## src/rtl/gray_code_pipe.sv

```systemverilog
// gray_code_pipe: pipelined Gray<->binary converter with valid/ready handshake, optional parity via GRAY_CODE_PIPE_PARITY_EN
module gray_code_pipe #(
  parameter int DATA_WIDTH = 8,
  parameter int STAGES = 2
) (
  input  logic                  clk_i,
  input  logic                  rst_n_i,
  input  logic                  valid_i,
  output logic                  ready_o,
  input  logic                  mode_i,
  input  logic [DATA_WIDTH-1:0] data_i,
`ifdef GRAY_CODE_PIPE_PARITY_EN
  input  logic                  parity_i,
  output logic                  err_o,
`endif
  output logic                  valid_o,
  input  logic                  ready_i,
  output logic                  mode_o,
  output logic [DATA_WIDTH-1:0] data_o
);
  localparam int C = (DATA_WIDTH + STAGES - 1) / STAGES;
  if (DATA_WIDTH < 1 || DATA_WIDTH > 64 || STAGES < 1 || STAGES > DATA_WIDTH) begin : g_bad
    $error("gray_code_pipe: illegal DATA_WIDTH/STAGES");
  end
  logic [STAGES-1:0] vld, md, ld;
  logic [STAGES:0] vi, mi;
  logic [DATA_WIDTH-1:0] dat [STAGES];
  logic [DATA_WIDTH-1:0] din [STAGES];
  function automatic logic [DATA_WIDTH-1:0] step(input int k, input logic m, input logic [DATA_WIDTH-1:0] d);
    logic [DATA_WIDTH-1:0] r;
    r = (m && k == 0) ? d ^ (d >> 1) : d;
    for (int i = DATA_WIDTH - 2; i >= 0; i--)
      if (!m && i <= DATA_WIDTH - 1 - k * C && i >= DATA_WIDTH - (k + 1) * C) r[i] = r[i + 1] ^ r[i];
    return r;
  endfunction
  assign vi = {vld, valid_i};
  assign mi = {md, mode_i};
  always_comb begin
    logic nx;
    nx = ready_i;
    ld = '0;
    for (int k = STAGES - 1; k >= 0; k--) begin
      ld[k] = !vld[k] | nx;
      nx = ld[k];
    end
  end
  always_comb
    for (int k = 0; k < STAGES; k++)
      din[k] = step(k, mi[k], k == 0 ? data_i : dat[k == 0 ? 0 : k - 1]);
`ifdef GRAY_CODE_PIPE_PARITY_EN
  logic [STAGES-1:0] er;
  logic [STAGES:0] ei;
  assign ei = {er, ^data_i ^ parity_i};
  assign err_o = er[STAGES-1];
`endif
  always_ff @(posedge clk_i)
    if (!rst_n_i) begin
      vld <= '0;
      md <= '0;
      for (int k = 0; k < STAGES; k++) dat[k] <= '0;
`ifdef GRAY_CODE_PIPE_PARITY_EN
      er <= '0;
`endif
    end else begin
      for (int k = 0; k < STAGES; k++)
        if (ld[k]) begin
          vld[k] <= vi[k];
          md[k] <= mi[k];
          dat[k] <= din[k];
`ifdef GRAY_CODE_PIPE_PARITY_EN
          er[k] <= ei[k];
`endif
        end
    end
  assign ready_o = ld[0];
  assign valid_o = vld[STAGES-1];
  assign mode_o = md[STAGES-1];
  assign data_o = dat[STAGES-1];
endmodule

```

## config.mk

```make
export PLATFORM = sky130hd
export DESIGN_NAME = gray_code_pipe
export DESIGN_NICKNAME = d
export VERILOG_FILES = /design/src/rtl/gray_code_pipe.sv
export SDC_FILE = /design/constraint.sdc
export NUM_CORES = 1
export LEC_CHECK = 0
export CELL_PAD_IN_SITES_DETAIL_PLACEMENT = 1
export CELL_PAD_IN_SITES_GLOBAL_PLACEMENT = 1
export CORE_UTILIZATION = 40
export CTS_CLUSTER_SIZE = 14
export DETAILED_ROUTE_END_ITERATION = 16
export GPL_TIMING_DRIVEN = 1
export PLACE_DENSITY = 0.85
export REMOVE_ABC_BUFFERS = 1
export SYNTH_ARGS = -nofsm -noshare
export SYNTH_HDL_FRONTEND = slang
export SYNTH_SLANG_ARGS = --single-unit
```

## constraint.sdc

```tcl
create_clock -name clk_i -period 4.1 [get_ports clk_i]
set_input_delay 0.615 -clock clk_i [delete_from_list [all_inputs] [get_ports clk_i]]
set_output_delay 0.615 -clock clk_i [all_outputs]
set_load 0.01 [all_outputs]
```

==> flow_metrics.env, run 1 <==
export IMPL_cts_tree="done"
export IMPL_cp_cell_sequence="clkdlybuf4s50_1 -> nor2b_1 -> and2_1 -> inv_1 -> clkdlybuf4s50_1"
export IMPL_fmax_mhz=357
export IMPL_coreArea_um2=2250
export IMPL_start_util_pct=43.2
export IMPL_pwr_share_seq_pct=59.5
export IMPL_drt_iter0_markers=4
export IMPL_drc=0
export IMPL_crit_type="input port to output port"
export IMPL_tightest_slew_ns=0.356
export IMPL_grt_pass1_vias=658
export IMPL_total_power_mw=0.416
export IMPL_totalWireLength_mm=1.52
export IMPL_arrival_ns=2.19
export IMPL_yosysWarnings=0
export IMPL_maxSlewHeadroom_pct=76.2
export IMPL_cts_root_buf="clkbuf_4"
export IMPL_worst_setup_path_start_kind="input port"
export IMPL_syn_area_per_cell_um2=11.5
export IMPL_hp_class="flop to flop"
export IMPL_n_antenna_cell=0
export IMPL_final_common_cell="clkdlybuf4s50_1"
export IMPL_grt_use_total_pct=14.5
export IMPL_die_area_um2=2630
export IMPL_ys_types=20
export IMPL_irDropWorstVdd_uv=167
export IMPL_yosys_register_bits=20
export IMPL_port_buffers=23
export IMPL_p_switching_mw=0.0936
export IMPL_netSwitchingFraction_pct=22.5
export IMPL_drive_gt1_share_pct=3.96
export IMPL_clk_latency_ns=0.28
export IMPL_cts_resized=0
export IMPL_numCtsBuffers=3
export IMPL_power_share_clock_pct=20.7
export IMPL_fin_skew_ns=0.00175
export IMPL_crit_top_cell="clkdlybuf4s50_1"
export IMPL_grt_pass1_wl_mm=2.74
export IMPL_overflow=0
export IMPL_p_leak_nw=0.466
export IMPL_synth_area_um2=973
export IMPL_dp_hpwl_mm=1.24
export IMPL_power_density_nw_per_um2=349
export IMPL_cts_hold_buf=0
export IMPL_nNetsFinal=116
export IMPL_dieWidth_um=51.3
export IMPL_gp_congestion=0.728
export IMPL_critPathMaxFanout=8
export IMPL_final_cell_mix="clkdlybuf4s50_1 (23), edfxtp_1 (16), nand2_1 (9), nor2_1 (9), xor2_1 (7)"
export IMPL_fp_dieH_um=51.3
export IMPL_clkSinkCount=20
export IMPL_slowest_delay_ns=0.50
export IMPL_fin_tns_setup_ns=0
export IMPL_wl_per_cell_um=11.8
export IMPL_finalCriticalPeriod_ns=2.80
export IMPL_worst_hold_slack_ns=0.493
export IMPL_cp_buffers_inverters=3
export IMPL_grt_max_degree=13
export IMPL_io_pins=24
export IMPL_vias_per_cell=4.78
export IMPL_dr_pass1_iters=4
export IMPL_drv_slew=0
export IMPL_p_int_mw=0.323
export IMPL_crit_path_end_kind="output port"
export IMPL_cp_top_family="buffers and inverters"
export IMPL_synth_seq_area_share_pct=57.6
export IMPL_status="complete, no violations"
export IMPL_holdPathStages=1
export IMPL_max_cap_violations=0
export IMPL_cp_required_ns=3.48
export IMPL_antenna_found_initial=0
export IMPL_clock_path_buffers=2
export IMPL_postCtsSetupBuffers=0
export IMPL_ant_nets=0
export IMPL_netlist_instances=85
export IMPL_setup_viol=0
export IMPL_rows=17
export IMPL_comb_power_share_pct=19.8
export IMPL_rsz0062_at_grt="false"
export IMPL_area_delta_synth_final_pct=22.5
export IMPL_crit_cells=5
export IMPL_timing_reg2reg_worst_path_depth=5
export IMPL_finalCritPeriodShare_pct=68.4
export IMPL_clk_pin_slew_ns=0.10
export IMPL_finalHoldViolations=0
export IMPL_slowest_stage="clkdlybuf4s50_1"
export IMPL_cts_max_level=1
export IMPL_vias=616
[final timing paths]
path                            slack [ns]                 from                      end
worst max-delay path                  1.30              ready_i                  ready_o
worst min-delay path                  0.49  vld[0]$_SDFFE_PN0N_      vld[1]$_SDFFE_PN0P_
worst max register to register        2.42  vld[1]$_SDFFE_PN0P_  dat[0][9]$_SDFFCE_PN0P_
worst min register to register        0.49  vld[0]$_SDFFE_PN0N_      vld[1]$_SDFFE_PN0P_
[through the flow]
step / setup WS [ns] / std cells / area, µm² / util (%)
after floorplan: 2.34 / 75 / 905 / -
after global placement: 1.41 / 126 / 1170 / 51.9
after detailed placement: 1.30 / 126 / 1170 / 51.9
after CTS: 1.29 / 129 / 1190 / 52.9
after global routing: 1.19 / 129 / 1190 / 52.9
final: 1.30 / 129 / 1190 / 52.9
[synth_stat cells]
cell / n / share of area (%)
nand2_1: 9 / 3.5
nor2_1: 9 / 3.5
xnor2_1: 5 / 4.5
edfxtp_1: 16 / 49
buf_2: 1 / 0.51
dfxtp_1: 4 / 8.2
a21oi_1: 3 / 1.5
a21boi_0: 1 / 0.77
xnor3_2: 1 / 2.4
buf_4: 8 / 6.2
or3_1: 3 / 1.9
clkbuf_1: 1 / 0.39
nor2b_1: 4 / 2.6
o21a_1: 2 / 1.5
and3_1: 5 / 3.2
xor2_1: 7 / 6.3
inv_1: 1 / 0.39
o21ai_0: 3 / 1.5
and2_1: 1 / 0.64
mux2i_1: 1 / 1.0
[worst register-to-register path, delay by kind of cell, from the launching register on]
kind	cells	cell delay [ns]
DFF	1	0.34
buffers and inverters	1	0.14
and+or+nand+nor	4	0.94
[state kept, by name, summed over array words and instances, names as in the netlist]
| register | cells |
|---|---|
| dat | 16 |
| md | 2 |
| vld | 2 |
[layout make-up]
type / count / area (µm²)
repair buffers: 23 / 230
inverters: 1 / 3.75
clock buffers: 3 / 22.5
well taps: 28 / 35.0
flip-flops and latches: 20 / 561
fillers: 251 / 1060
multi-input cells: 54 / 340
[cells by family (layout without fill, tap and decap cells)]
family | count (synthesis) | count (layout) | synth area share [%]
simple gates | 31 | 31 | 15.3
flops | 20 | 20 | 57.6
xor+xnor | 13 | 13 | 13.2
buf+inv | 11 | 27 | 7.45
compound gates | 9 | 9 | 5.40
mux | 1 | 1 | 1.03
[power groups by stage]
stage	sequential, mW	clock, mW	combinational [mW]
2_1_floorplan	0.256	0	0.0381
3_3_place_gp	0.251	0	0.0805
3_5_place_dp	0.253	0	0.0837
4_1_cts	0.248	0.0881	0.0839
5_1_grt	0.250	0.0981	0.0913
6_report	0.248	0.0863	0.0825
[per-layer routing]
| layer | vias up | routed length (µm) | track usage (%) | part of all wire (%) |
|---|---|---|---|---|
| li1 | 316 | - | - | - |
| met1 | 275 | 596 | 15.2 | 39 |
| met2 | 21 | 823 | 27.4 | 54 |
| met3 | 4 | 52 | 0.893 | 3.4 |
| met4 | 0 | 46 | 9.46 | 3.0 |
| met5 | - | 0 | 0 | 0 |
(Power assumes the default switching activity.)
==> inputs of run 2 (changes only) <==
--- a/config.mk
+++ b/config.mk
@@ -7,11 +7,11 @@
 export LEC_CHECK = 0
 export CELL_PAD_IN_SITES_DETAIL_PLACEMENT = 1
 export CELL_PAD_IN_SITES_GLOBAL_PLACEMENT = 1
-export CORE_UTILIZATION = 40
+export CORE_UTILIZATION = 33
 export CTS_CLUSTER_SIZE = 14
 export DETAILED_ROUTE_END_ITERATION = 16
 export GPL_TIMING_DRIVEN = 1
-export PLACE_DENSITY = 0.85
+export PLACE_DENSITY = 0.76
 export REMOVE_ABC_BUFFERS = 1
 export SYNTH_ARGS = -nofsm -noshare
 export SYNTH_HDL_FRONTEND = slang
==> constraint.sdc (replaced) <==
create_clock -name clk_i -period 2.4 [get_ports clk_i]
set_input_delay 0.36 -clock clk_i [delete_from_list [all_inputs] [get_ports clk_i]]
set_output_delay 0.36 -clock clk_i [all_outputs]
set_load 0.01 [all_outputs]
==> run 2 against run 1 <==
Effect of this change: sequential power increased by 71%; clock power increased by 88%; highest routed layer unchanged; wire length decreased by 3.0%; sequential cell count unchanged; power increased by 75%; largest power group unchanged; critical path type unchanged; die area increased by 20%.
==> flow_metrics.env, run 2 (same netlist as run 1, synthesis figures left out) <==
export IMPL_grt_max_degree=13
export IMPL_area_delta_synth_final_pct=24.0
export IMPL_grt_use_total_pct=10.7
export IMPL_critPathMaxFanout=8
export IMPL_p_switching_mw=0.168
export IMPL_postCtsSetupBuffers=0
export IMPL_slowest_stage="clkdlybuf4s50_1"
export IMPL_fin_ws_ns=0.243
export IMPL_p_leak_nw=0.473
export IMPL_netSwitchingFraction_pct=23.1
export IMPL_finalHoldViolations=0
export IMPL_pwr_share_seq_pct=58.2
export IMPL_crit_type="input port to output port"
export IMPL_cp_cell_sequence="clkdlybuf4s50_1 -> nor2b_1 -> and2_1 -> inv_1 -> clkdlybuf4s50_1"
export IMPL_wl_per_cell_um=11.0
export IMPL_maxSlewHeadroom_pct=75.9
export IMPL_drv_slew=0
export IMPL_largest_register_ffs=16
export IMPL_io_pins=24
export IMPL_finalCriticalPeriod_ns=2.16
export IMPL_power_density_nw_per_um2=602
export IMPL_arrival_ns=1.80
export IMPL_fp_dieH_um=56.3
export IMPL_nNetsFinal=117
export IMPL_clk_pin_slew_ns=0.10
export IMPL_totalWireLength_mm=1.47
export IMPL_status="complete, no violations"
export IMPL_numCtsBuffers=3
export IMPL_regMostFlops="dat"
export IMPL_die_area_um2=3170
export IMPL_drt_iter0_markers=6
export IMPL_irDropWorstVdd_uv=281
export IMPL_cp_required_ns=2.04
export IMPL_port_buffers=23
export IMPL_rsz0062_at_grt="false"
export IMPL_cts_hold_buf=0
export IMPL_fin_tns_setup_ns=0
export IMPL_dr_pass1_iters=4
export IMPL_finalCritPeriodShare_pct=89.9
export IMPL_cts_root_buf="clkbuf_4"
export IMPL_fmax_mhz=464
export IMPL_worst_hold_slack_ns=0.481
export IMPL_drc=0
export IMPL_cts_tree="done"
export IMPL_power_share_clock_pct=22.3
export IMPL_start_util_pct=35.0
export IMPL_hp_class="flop to flop"
export IMPL_pre_cts_ws_ns=0.245
export IMPL_finalInstanceArea_um2=1210
export IMPL_grt_pass1_wl_mm=2.48
export IMPL_crit_path_end_kind="output port"
export IMPL_final_cells=134
export IMPL_fin_skew_ns=0.00498
export IMPL_drive_gt1_share_pct=4.85
export IMPL_rows=19
export IMPL_coreArea_um2=2780
export IMPL_vias=623
export IMPL_p_int_mw=0.559
export IMPL_clk_latency_ns=0.30
export IMPL_slowest_delay_ns=0.57
export IMPL_n_antenna_cell=0
export IMPL_comb_power_share_pct=19.5
export IMPL_clock_path_buffers=2
export IMPL_post_place_cells=130
export IMPL_grt_pass1_vias=629
export IMPL_setup_viol=0
export IMPL_dp_hpwl_mm=1.17
export IMPL_dieWidth_um=56.3
export IMPL_worst_setup_path_start_kind="input port"
export IMPL_crit_top_cell="clkdlybuf4s50_1"
export IMPL_gp_congestion=0.745
export IMPL_max_cap_violations=0
export IMPL_cts_max_level=1
export IMPL_vias_per_cell=4.65
export IMPL_ant_nets=0
export IMPL_final_common_cell="clkdlybuf4s50_1"
export IMPL_final_cell_mix="clkdlybuf4s50_1 (23), edfxtp_1 (16), nand2_1 (9), nor2_1 (9), xor2_1 (7)"
export IMPL_n_fill_cell=315
export IMPL_antenna_found_initial=0
export IMPL_tightest_slew_ns=0.361
export IMPL_cts_resized=0
export IMPL_dpl_instance_area_um2=1180
export IMPL_clkSinkCount=20
export IMPL_reg_top3="dat x16, md x2, vld x2"
export IMPL_overflow=0
run 2: area by class of cell:
type / count / area, µm² / area share [%]
flip-flops and latches: 20 / 561 / 46.4
multi-input cells: 54 / 340 / 28.2
repair buffers: 24 / 238 / 19.7
well taps: 31 / 38.8 / 3.21
clock buffers: 4 / 26.3 / 2.18
inverters: 1 / 3.75 / 0.311
run 2: critical path: cells and delay by family:
| kind | cells | cell delay [ns] |
|---|---|---|
| simple gates | 2 | 0.24 |
| buf+inv | 3 | 1.19 |
run 2: final timing paths:
check | startpoint | to | slack [ns] | cells after the start
worst min-delay path | vld[0]$_SDFFE_PN0N_ | vld[1]$_SDFFE_PN0P_ | 0.48 | 1
worst min register to register | vld[0]$_SDFFE_PN0N_ | vld[1]$_SDFFE_PN0P_ | 0.48 | 1
worst max-delay path | ready_i | ready_o | 0.24 | 5
worst max register to register | dat[0][4]$_SDFFCE_PN0P_ | dat[0][8]$_SDFFCE_PN0P_ | 0.76 | 4
run 2: routing by layer:
layer / vias up / share of wire [%] / track usage, %
met5: - / 0 / 0
met4: 0 / 4.6 / 10.5
met3: 5 / 3.6 / 1.38
met2: 22 / 51 / 19.7
met1: 280 / 40 / 9.70
li1: 316 / - / -
run 2: power groups by stage:
stage	clock, mW	combinational [mW]	sequential (mW)
6_report	0.162	0.142	0.423
4_1_cts	0.166	0.145	0.423
3_3_place_gp	0	0.139	0.429
5_1_grt	0.179	0.156	0.427
3_5_place_dp	0	0.144	0.431
2_1_floorplan	0	0.0650	0.438
run 2: per-stage QoR:
stage | total power [mW] | utilization (%)
floorplan | 0.503 | -
global placement | 0.568 | 42.5
detailed placement | 0.575 | 42.5
CTS | 0.734 | 43.4
global route | 0.763 | 43.4
finish | 0.727 | 43.4
==> inputs of run 3 (changes only) <==
==> constraint.sdc (replaced) <==
create_clock -name clk_i -period 2.4 [get_ports clk_i]
set_input_delay 0.36 -clock clk_i [delete_from_list [all_inputs] [get_ports clk_i]]
set_output_delay 0.36 -clock clk_i [all_outputs]
set_load 0.05 [all_outputs]
==> run 3 against run 2 <==
Effect of this change: clock skew is 0.0024 ns higher; cell area is 3.0% higher; clock-buffer cell count is 1 lower; highest routed layer unchanged.
==> flow_metrics.env, run 3 (same netlist as run 1, synthesis figures left out) <==
export IMPL_status="complete, no violations"
export IMPL_grt_pass1_wl_mm=2.68
export IMPL_fin_tns_setup_ns=0
export IMPL_maxSlewHeadroom_pct=66.7
export IMPL_crit_type="input port to output port"
export IMPL_n_antenna_cell=0
export IMPL_critPathMaxFanout=8
export IMPL_clkSinkCount=20
export IMPL_cp_required_ns=2.04
export IMPL_cts_root_buf="clkbuf_4"
export IMPL_grt_pass1_vias=637
export IMPL_drc=0
export IMPL_dp_hpwl_mm=1.24
export IMPL_finalCritPeriodShare_pct=75.7
export IMPL_fp_dieH_um=56.3
export IMPL_rsz0062_at_grt="false"
export IMPL_finalHoldViolations=0
export IMPL_nNetsFinal=117
export IMPL_slowest_delay_ns=0.40
export IMPL_power_density_nw_per_um2=717
export IMPL_overflow=0
export IMPL_totalWireLength_mm=1.58
export IMPL_p_leak_nw=0.492
export IMPL_die_area_um2=3170
export IMPL_clk_latency_ns=0.30
export IMPL_utilization_pct=44.7
export IMPL_slowest_stage="clkdlybuf4s50_1"
export IMPL_postCtsSetupBuffers=0
export IMPL_total_power_mw=0.891
export IMPL_cp_top_family="buffers and inverters"
export IMPL_clk_pin_slew_ns=0.11
export IMPL_rows=19
export IMPL_reg_top3="dat x16, md x2, vld x2"
export IMPL_io_pins=24
export IMPL_cts_hold_buf=0
export IMPL_area_delta_synth_final_pct=27.8
export IMPL_irDropWorstVdd_uv=411
export IMPL_port_buffers=23
export IMPL_cp_cell_sequence="clkdlybuf4s50_1 -> nor2b_1 -> and2_1 -> inv_1 -> buf_12"
export IMPL_clock_path_buffers=2
export IMPL_arrival_ns=1.46
export IMPL_cts_resized=0
export IMPL_crit_path_end_kind="output port"
export IMPL_start_util_pct=35.0
export IMPL_setup_viol=0
export IMPL_grt_max_degree=13
export IMPL_worst_setup_path_start_kind="input port"
export IMPL_drt_iter0_markers=6
export IMPL_finalCriticalPeriod_ns=1.82
export IMPL_drive_gt1_share_pct=6.80
export IMPL_hp_class="flop to flop"
export IMPL_worst_hold_slack_ns=0.470
export IMPL_dr_pass1_iters=4
export IMPL_drv_slew=0
export IMPL_max_cap_violations=0
export IMPL_gp_congestion=0.738
export IMPL_fmax_mhz=550
export IMPL_tightest_slew_ns=0.497
export IMPL_dieWidth_um=56.3
export IMPL_cp_buffers_inverters=3
export IMPL_cts_tree="done"
export IMPL_final_cell_mix="clkdlybuf4s50_1 (22), edfxtp_1 (16), nand2_1 (9), nor2_1 (9), xor2_1 (7)"
export IMPL_regMostFlops="dat"
export IMPL_ant_nets=0
export IMPL_cts_max_level=1
export IMPL_antenna_found_initial=0
export IMPL_final_common_cell="clkdlybuf4s50_1"
export IMPL_wl_per_cell_um=11.8
export IMPL_vias=624
export IMPL_numCtsBuffers=3
export IMPL_vias_per_cell=4.66
export IMPL_fin_skew_ns=0.00740
export IMPL_largest_register_ffs=16
export IMPL_coreArea_um2=2780
export IMPL_post_place_cells=130
export IMPL_final_cells=134
export IMPL_grt_use_total_pct=11.1
==> run 3: cell types whose count changed in the layout (fill, tap and decap cells not counted), sizes merged <==
cell           delta
clkbuf            -1
buf               +1
bufinv            +1
clkdlybuf4s50     -1
==> run 3: worst paths after layout <==
path | to | start | cells past startpoint | slack [ns]
worst max register to register | dat[0][8]$_SDFFCE_PN0P_ | dat[0][4]$_SDFFCE_PN0P_ | 4 | 0.75
worst min-delay path | vld[1]$_SDFFE_PN0P_ | vld[0]$_SDFFE_PN0N_ | 1 | 0.47
worst min register to register | vld[1]$_SDFFE_PN0P_ | vld[0]$_SDFFE_PN0N_ | 1 | 0.47
worst max-delay path | ready_o | ready_i | 5 | 0.58
==> run 3: cell type report <==
class	count	area (µm²)
fill	316	1540
clock inverter	1	30.0
sequential	20	561
timing repair buffer	24	248
multi-input combinational	54	340
inverter	1	3.75
tap	31	38.8
clock buffer	3	22.5
==> run 3: power by group <==
| part | leakage [nW] | internal (mW) | switching, mW | total [mW] |
|---|---|---|---|---|
| sequential | 0.220 | 0.408 | 0.0140 | 0.422 |
| clock | 0.0279 | 0.169 | 0.103 | 0.272 |
| combinational | 0.244 | 0.0859 | 0.111 | 0.197 |
| total | 0.492 | 0.663 | 0.228 | 0.891 |
==> run 3: per-layer routing <==
metal  wire length (µm)  up-vias  global-route usage (%)
met5                  0        -                       0
met4                 46        0                    8.36
met3                 65        5                    1.61
met2                784       22                    20.2
met1                681      282                    11.5
li1                   -      315                       -
==> run 3: stage by stage <==
stage	setup slack, ns	area (µm²)
CTS	0.565	1240
finish	0.583	1240
detailed placement	0.393	1190
global route	0.489	1240
floorplan	0.380	905
global placement	0.508	1190
